**src/rtl/nc_pkg.sv**
```systemverilog
// nc_pkg: opcodes, FSM state encoding and size helpers shared by the neural-core command path
package nc_pkg;
  localparam logic [7:0] OP_LOAD_A = 8'hA1;
  localparam logic [7:0] OP_LOAD_B = 8'hB1;
  localparam logic [7:0] OP_RUN    = 8'hC1;
  localparam logic [7:0] OP_READ   = 8'hD1;
  typedef enum logic [2:0] {
    S_IDLE  = 3'd0,
    S_LOAD  = 3'd1,
    S_RUN   = 3'd2,
    S_WAIT  = 3'd3,
    S_FETCH = 3'd4,
    S_SEND  = 3'd5
  } state_t;
  function automatic int idx_w(input int dim);
    return (dim * dim > 1) ? $clog2(dim * dim) : 1;
  endfunction
  function automatic int nb_of(input int acc_w);
    return acc_w / 8;
  endfunction
  function automatic logic is_op(input logic [7:0] b);
    return b inside {OP_LOAD_A, OP_LOAD_B, OP_RUN, OP_READ};
  endfunction
endpackage

```
**src/rtl/nc_timeout_counter.sv**
```systemverilog
// nc_timeout_counter: idle-cycle counter that pulses expire when it reaches TIMEOUT-1
module nc_timeout_counter #(
  parameter int W = 24,
  parameter logic [W-1:0] TIMEOUT = 24'd10_000_000
) (
  input  logic clk,
  input  logic rst_n,
  input  logic clr,
  input  logic en,
  output logic expire
);
  logic [W-1:0] cnt;
  // a clear or a disable always wins over expiry, so a byte in the expiry cycle is never lost
  assign expire = en && !clr && cnt == TIMEOUT - 1'b1;
  // count idle cycles only while enabled; restart after every clear or expiry
  always_ff @(posedge clk or negedge rst_n)
    if (!rst_n) cnt <= '0;
    else cnt <= (clr || !en || expire) ? '0 : cnt + 1'b1;
endmodule

```
**src/rtl/nc_cmd_sequencer.sv**
```systemverilog
// nc_cmd_sequencer: UART command parser driving operand loads, multiplier start and result readout
module nc_cmd_sequencer
  import nc_pkg::*;
#(
  parameter int DIM = 2,
  parameter int DATA_W = 8,
  parameter int ACC_W = 16,
  parameter logic [23:0] TIMEOUT = 24'd10_000_000,
  localparam int NE = DIM * DIM,
  localparam int AW = idx_w(DIM),
  localparam int NB = nb_of(ACC_W)
) (
  input  logic              clk,
  input  logic              rst_n,
  input  logic              rx_valid,
  input  logic [7:0]        rx_data,
  output logic              tx_valid,
  input  logic              tx_ready,
  output logic [7:0]        tx_data,
  output logic              mem_we,
  output logic              mem_sel,
  output logic [AW-1:0]     mem_addr,
  output logic [DATA_W-1:0] mem_wdata,
  output logic              mult_start,
  input  logic              mult_done,
  output logic [AW-1:0]     res_addr,
  input  logic [ACC_W-1:0]  res_data,
  output logic              busy,
  output logic [2:0]        state_o,
  output logic              err
);
  localparam int CW = NB > 1 ? $clog2(NB) : 1;
  localparam logic [AW-1:0] LAST = AW'(NE - 1);
  state_t state, next;
  logic [AW-1:0] idx;
  logic [ACC_W-1:0] shift;
  logic [CW-1:0] cnt;
  logic last, expire;
  nc_timeout_counter #(.W(24), .TIMEOUT(TIMEOUT)) u_to (
    .clk(clk), .rst_n(rst_n), .clr(rx_valid), .en(state == S_LOAD), .expire(expire)
  );
  assign busy = state != S_IDLE;
  assign state_o = state;
  assign mult_start = state == S_RUN;
  assign tx_valid = state == S_SEND;
  assign tx_data = shift[ACC_W-1 -: 8];
  // state register
  always_ff @(posedge clk or negedge rst_n)
    if (!rst_n) state <= S_IDLE;
    else state <= next;
  // next-state: opcodes decoded only in IDLE, bytes elsewhere are dropped
  always_comb begin
    next = state;
    unique case (state)
      S_IDLE:  next = !rx_valid ? S_IDLE :
                      (rx_data == OP_LOAD_A || rx_data == OP_LOAD_B) ? S_LOAD :
                      rx_data == OP_RUN ? S_RUN :
                      rx_data == OP_READ ? S_FETCH : S_IDLE;
      S_LOAD:  next = ((rx_valid && idx == LAST) || expire) ? S_IDLE : S_LOAD;
      S_RUN:   next = S_WAIT;
      S_WAIT:  next = mult_done ? S_IDLE : S_WAIT;
      S_FETCH: next = S_SEND;
      S_SEND:  next = (tx_ready && cnt == CW'(NB - 1)) ? (last ? S_IDLE : S_FETCH) : S_SEND;
      default: next = S_IDLE;
    endcase
  end
  // datapath: operand writes, error pulse and result shifter; res_addr is advanced in FETCH
  // so the synchronous result read for the next element is already settled by the next FETCH
  always_ff @(posedge clk or negedge rst_n)
    if (!rst_n) begin
      mem_we <= 1'b0;
      mem_sel <= 1'b0;
      mem_addr <= '0;
      mem_wdata <= '0;
      err <= 1'b0;
      idx <= '0;
      res_addr <= '0;
      shift <= '0;
      cnt <= '0;
      last <= 1'b0;
    end else begin
      mem_we <= state == S_LOAD && rx_valid;
      err <= (state == S_IDLE && rx_valid && !is_op(rx_data)) || expire;
      if (state == S_IDLE) idx <= '0;
      if (state == S_IDLE && rx_valid && (rx_data == OP_LOAD_A || rx_data == OP_LOAD_B))
        mem_sel <= rx_data == OP_LOAD_B;
      if (state == S_LOAD && rx_valid) begin
        mem_addr <= idx;
        mem_wdata <= rx_data;
        idx <= idx + 1'b1;
      end
      if (state == S_FETCH) begin
        shift <= res_data;
        cnt <= '0;
        last <= res_addr == LAST;
        res_addr <= res_addr == LAST ? '0 : res_addr + 1'b1;
      end
      if (state == S_SEND && tx_ready) begin
        shift <= shift << 8;
        cnt <= cnt + 1'b1;
      end
    end
endmodule
```
**config.mk**
```make
export PLATFORM = sky130hd
export DESIGN_NAME = nc_cmd_sequencer
export DESIGN_NICKNAME = d
export VERILOG_FILES = /design/src/rtl/nc_pkg.sv /design/src/rtl/nc_timeout_counter.sv /design/src/rtl/nc_cmd_sequencer.sv
export SDC_FILE = /design/constraint.sdc
export NUM_CORES = 1
export LEC_CHECK = 0
export ABC_AREA = 1
export ABC_CLOCK_PERIOD_IN_PS = 2380
export CELL_PAD_IN_SITES_DETAIL_PLACEMENT = 2
export CELL_PAD_IN_SITES_GLOBAL_PLACEMENT = 2
export CORE_MARGIN = 1
export CORE_UTILIZATION = 33
export DETAILED_ROUTE_END_ITERATION = 8
export GPL_TIMING_DRIVEN = 0
export PLACE_DENSITY = 0.91
export SLEW_MARGIN = 5
export SYNTH_ARGS = -nofsm -noshare
export SYNTH_HDL_FRONTEND = slang
export SYNTH_SLANG_ARGS = --single-unit
```
**constraint.sdc**
```tcl
create_clock -name clk -period 2.38 [get_ports clk]
set_clock_uncertainty 0.15 [all_clocks]
set_input_delay 0.595 -clock clk [delete_from_list [all_inputs] [get_ports clk]]
set_output_delay 0.595 -clock clk [all_outputs]
set_load 0.02 [all_outputs]
```
# Word level (Yosys, flattened, before mapping)
# Cells that the tools add are included.
# op_classes
addsub	4
mul	0
div	0
n_lt_le_gt_ge	0
n_eq_ne	12
shifts	0
mux	17
bitwise	0
n_reduce_logical	22
# ops
op	n
$eq A8 B8 Y1 const B	4
$mux W16	2
$add A24 B1 Y24 const B	1
$eq A24 B24 Y1 const B	1
$mux W24	1
$mux W3	6
$pmux W3 S6	1
$logic_and A1 B1 Y1	9
$mux W2	4
$eq A3 B2 Y1 const B	2
$eq A3 B3 Y1 const B	2
$logic_or A1 B1 Y1	5
$add A2 B1 Y2 const B	2
$eq A2 B2 Y1 const B	2
$reduce_bool A2 Y1	2
$reduce_bool A4 Y1	1
$eq A3 B1 Y1 const B	1
$logic_not A1 Y1	3
$logic_not A3 Y1	1
$mux W1	3
$reduce_bool A3 Y1	1
$add A1 B1 Y1 const B	1
# word_totals
regBits	62
latch_bits	0
ram_bits	0
rom_bits	0
in_bits	29
output_inout_bits	29
wordCells	67
memories	0

# Longest topological paths before layout
# logic_depth
word_depth	6
depth_mapped	8
depth_no_buf	8

# Modules after synthesis
# Synthesis repeated with hierarchy kept, for this count alone.
# unflattened
cells_unflattened	421
area_unflattened_um2	3326.9
# by_module_without_submodules
module	instances	cells_each	area_per_inst_um2	seq_area_each_um2
nc_cmd_sequencer	1	207	1751.7	950.9
nc_timeout_counter	1	214	1575.3	600.6

# Worst setup path after synthesis
# No wires, ideal clock.
# synth_timing
path_type	reg2out
startpoint	register state[0] (netlist: state_o[0])
endpoint	output port tx_valid
t_arrival_ns	0.972
required_ns	1.635
slack_ns	0.663
stages_incl_launch_ff	5
path_buffers	0
path_cell_list	dfrtp_1 -> inv_2 -> nor2_2 -> nand2_2 -> inv_1
# synth_between
elab_chain_cells	1
# synth_lines
element	line	rtl
start: declaration	nc_cmd_sequencer.sv:34	state_t state, next;
start signal: assignment	nc_cmd_sequencer.sv:50	else state <= next;
$eq A3 B3 Y1	nc_cmd_sequencer.sv:45	assign tx_valid = state == S_SEND;
end: declaration	nc_cmd_sequencer.sv:17	output logic tx_valid,
# Every way passes these cells.

# Final worst setup path
# layout_timing
startpoint	register state[1] (netlist: state_o[1])
endpoint	output port tx_valid
# The elaborated chain is that of the path after synthesis.

==> summary.txt <==
YOSYS
---------------------------------------------------------------------------------
Count of unique library cells instantiated by Yosys ................           28
Gate count of the mapped netlist ...................................          380
Synth Cell Area ....................................................    3090 um^2
Ys async rst share .................................................         100%
Top flip-flop cell by instance count after synthesis ...............      dfrtp_1
Seq/Total Area, Yosys ..............................................        50.2%
Largest cells by area after synthesis .............................. dfrtp_1, nand2_1, nor2_1
Avg Inst Size Synth ................................................    8.13 um^2
Share of the synthesized area in the top cell type .................        50.2%
Number of enable flip-flop cells after synthesis ...................            0
Number of warnings reported in the yosys synthesis log .............            0
Cell type contributing the most total cell area after synthesis ....      dfrtp_1
#FFs+latches synth .................................................           62
Net count after synthesis ..........................................          412

WORST SETUP PATH
---------------------------------------------------------------------------------
Worst endpoint required time .......................................      1630 ps
Critical path fanouts, max .........................................            5
Endpoint class of the critical path ................................   output pin
Biggest cell delay along the critical path .........................       490 ps
Arr. time, crit path ...............................................      1570 ps
Cell with the biggest individual delay on the critical path ........      dfrtp_1
Startpoint type of the worst setup path ............................         flop
Cell depth of the worst flop-to-flop path ..........................            7
Sequence of cells on the critical path ............................. nor2_4 -> nand2_2 -> inv_1 -> clkdlybuf4s15_2
Critical path class ................................................      reg2out

STA
---------------------------------------------------------------------------------
Highest clock frequency the design can meet ........................      432 MHz
Transition at the pin with the smallest max-transition slack .......       829 ps
Setup TNS Final ....................................................         0 ps
Share of the clock period used by the worst path after layout ......        97.2%
Final-report hold violation count ..................................            0
Worst hold slack ...................................................       183 ps
Slew Viols, Final ..................................................            0
Period minus WS final ..............................................      2310 ps
Setup Viol. Count Final ............................................            0
Worst slew margin relative to its limit ............................        44.7%

DIE
---------------------------------------------------------------------------------
Width of the die ...................................................      98.7 um
Initial cell density of the core ...................................        34.7%
Cell Rows ..........................................................           34
Die height .........................................................      98.7 um
Core box area ......................................................    8890 um^2
Die Area ...........................................................    9750 um^2
Count of boundary I/O pins .........................................           58

CTS
---------------------------------------------------------------------------------
H-tree levels ......................................................            3
Inserted Clock Buffers .............................................            9
CTS Root Cell ......................................................     clkbuf_8
Num Clock Sinks ....................................................           62
TritonCTS clock tree ...............................................          yes
Post-CTS sizing ....................................................            5
Worst-case clock buffer depth ......................................            2
Post-CTS Setup Inserts .............................................            0
Clock slew seen by the registers of the worst setup and hold paths .        80 ps
Number of hold buffers added after CTS .............................            0
Clock Latency Late Sink ............................................       340 ps

POWER
---------------------------------------------------------------------------------
Total power density per cell area .................................. 1010 nW/um^2
Max VDD drop .......................................................   0.000564 V
Leakage Power ......................................................      1.81 nW

ROUTING
---------------------------------------------------------------------------------
WL per Instance ....................................................      18.2 um
Total length of routed wires .......................................      10.2 mm
Initial DRC Count ..................................................           70
Avg Vias per Cell ..................................................         5.06
Number of optimization iterations in the first detailed-route pass .            4
Total via count after detailed routing .............................         2840
# DRC ..............................................................            0
Post-detailed-route count of antenna-violating nets ................            0

STATUS
---------------------------------------------------------------------------------
Status .............................................................    completed

GRT
---------------------------------------------------------------------------------
Wire length of the first global-routing pass .......................      17.0 mm
Total congestion overflow after global routing .....................            0
Met1 layer usage reported by global route ..........................        26.6%
Met3 routing resource usage after global routing ...................        3.55%
Pin count of the biggest net entering global routing ...............           63
Global router's overall resource usage .............................        22.6%
Number of global-route vias before repair ..........................         3275
Initial antenna violation count ....................................            0
Most used routing layer in global routing ..........................         met2
Met2 Resource Use GR ...............................................        42.1%

PLACEMENT
---------------------------------------------------------------------------------
Number of buffer cells added on primary ports ......................           57
DP HPWL ............................................................      7.32 mm
RD Place Congestion ................................................        0.817

FLOW RUN
---------------------------------------------------------------------------------
Max-Cap Viols ......................................................            0

CELLS AND AREA
---------------------------------------------------------------------------------
Diodes inserted ....................................................            0
Ratio of cells with drive above 1 in the final layout ..............        10.2%
Layout Nets ........................................................          480
Share of the core filled with cells ................................        45.3%
Area added between synthesis and finish ............................        30.6%

WORST HOLD PATH
---------------------------------------------------------------------------------
Worst min-delay path class .........................................     in2async

[through the flow]
stage / cell area [um^2] / worst slack, ps / total power (W) / std cells
2_1_floorplan: 3090 / 663 / 0.00229 / 380
5_1_grt: 4030 / -0.552 / 0.00427 / 561
4_1_cts: 4020 / 18.4 / 0.00411 / 561
3_3_place_gp: 3790 / -1600 / 0.00287 / 545
3_5_place_dp: 3790 / 77.3 / 0.00297 / 545
6_report: 4030 / 65.7 / 0.00407 / 561
[placed cells by master (no fill, tap or decap), types with 2 or more instances in the layout]
cell / synthesis / routed
a21oi_1: 2 / 2
a22o_1: 8 / 8
a22oi_1: 8 / 8
buf_2: 3 / 3
buf_4: 8 / 9
buf_6: 3 / 3
bufinv_16: 0 / 2
clkbuf_8: 0 / 11
clkdlybuf4s50_1: 0 / 53
dfrtp_1: 62 / 61
dlygate4sd2_1: 0 / 2
ha_1: 3 / 3
inv_1: 30 / 30
nand2_1: 118 / 118
nand2_2: 2 / 2
nand3_1: 22 / 22
nand3_2: 2 / 2
nor2_1: 68 / 67
nor2_2: 3 / 3
nor2_4: 1 / 2
nor3_1: 2 / 2
o21ai_0: 12 / 12
xnor2_1: 4 / 4
xor2_1: 11 / 11
[per-layer routing]
layer	part of all wire [%]	wire length (um)
met1	41	4240
met2	55	5590
met3	2.6	267
met4	1.3	133
met5	0	0
[sequential cells by signal, indices dropped and copies added, names as in the netlist]
register   cells
shift         16
mem_addr       2
mem_we         1
mem_sel        1
last           1
state_o        3
u_to.cnt      24
err            1
res_addr       2
mem_wdata      8
idx            2
cnt            1
[worst paths after layout]
kind                                  start            to  slack (ps)
worst min-delay path                  rst_n  u_to.cnt[20]         180
worst max-delay path             state_o[1]      tx_valid          70
worst max register to register  u_to.cnt[0]   u_to.cnt[2]         360
worst min register to register    shift[14]     shift[14]         340
min in group clk                  shift[14]     shift[14]         340
max in group asynchronous             rst_n    state_o[0]        1290
[cell usage after synthesis, drive strengths merged (3+ instances only)]
master	count
nand2	120
nor2	73
dfrtp	62
inv	31
nand3	24
buf	14
o21ai	12
xor2	11
a22o	8
a22oi	8
xnor2	4
ha	3
nor3	3
[worst max-delay path: cells and delay by family (launching register included)]
| family | cells | cell delay (ps) |
|---|---|---|
| DFF | 1 | 490 |
| buffers and inverters | 2 | 430 |
| and+or+nand+nor | 2 | 310 |
[kinds of logic (layout without fill, tap and decap cells)]
family	count (synthesis)	after routing	synth area share, %
AOI/OAI and AO/OA	33	33	7.17
xor gates and xnor gates	15	15	4.25
adders and majority gates	3	3	1.22
buffers and inverters	46	119	7.41
DFF	62	62	50.2
and+or+nand+nor	221	221	29.7
[power by group]
part           leakage (nW)  total, W  switching, W  internal (W)
clock network         0.116   0.00109      0.000447      0.000647
logic                 0.873   0.00147      0.000816      0.000655
registers             0.826   0.00150      0.000192       0.00131
[layout make-up]
cell class / instances / area, um^2
Buffer: 15 / 113
Clock buffer: 11 / 151
Clock inverter: 5 / 81.3
Fill cell: 975 / 4860
Inverter: 31 / 116
Multi-Input combinational cell: 272 / 1320
Sequential cell: 62 / 1550
Tap cell: 108 / 135
Timing Repair Buffer: 57 / 567
Note: power is estimated with default switching activity, not from simulation.
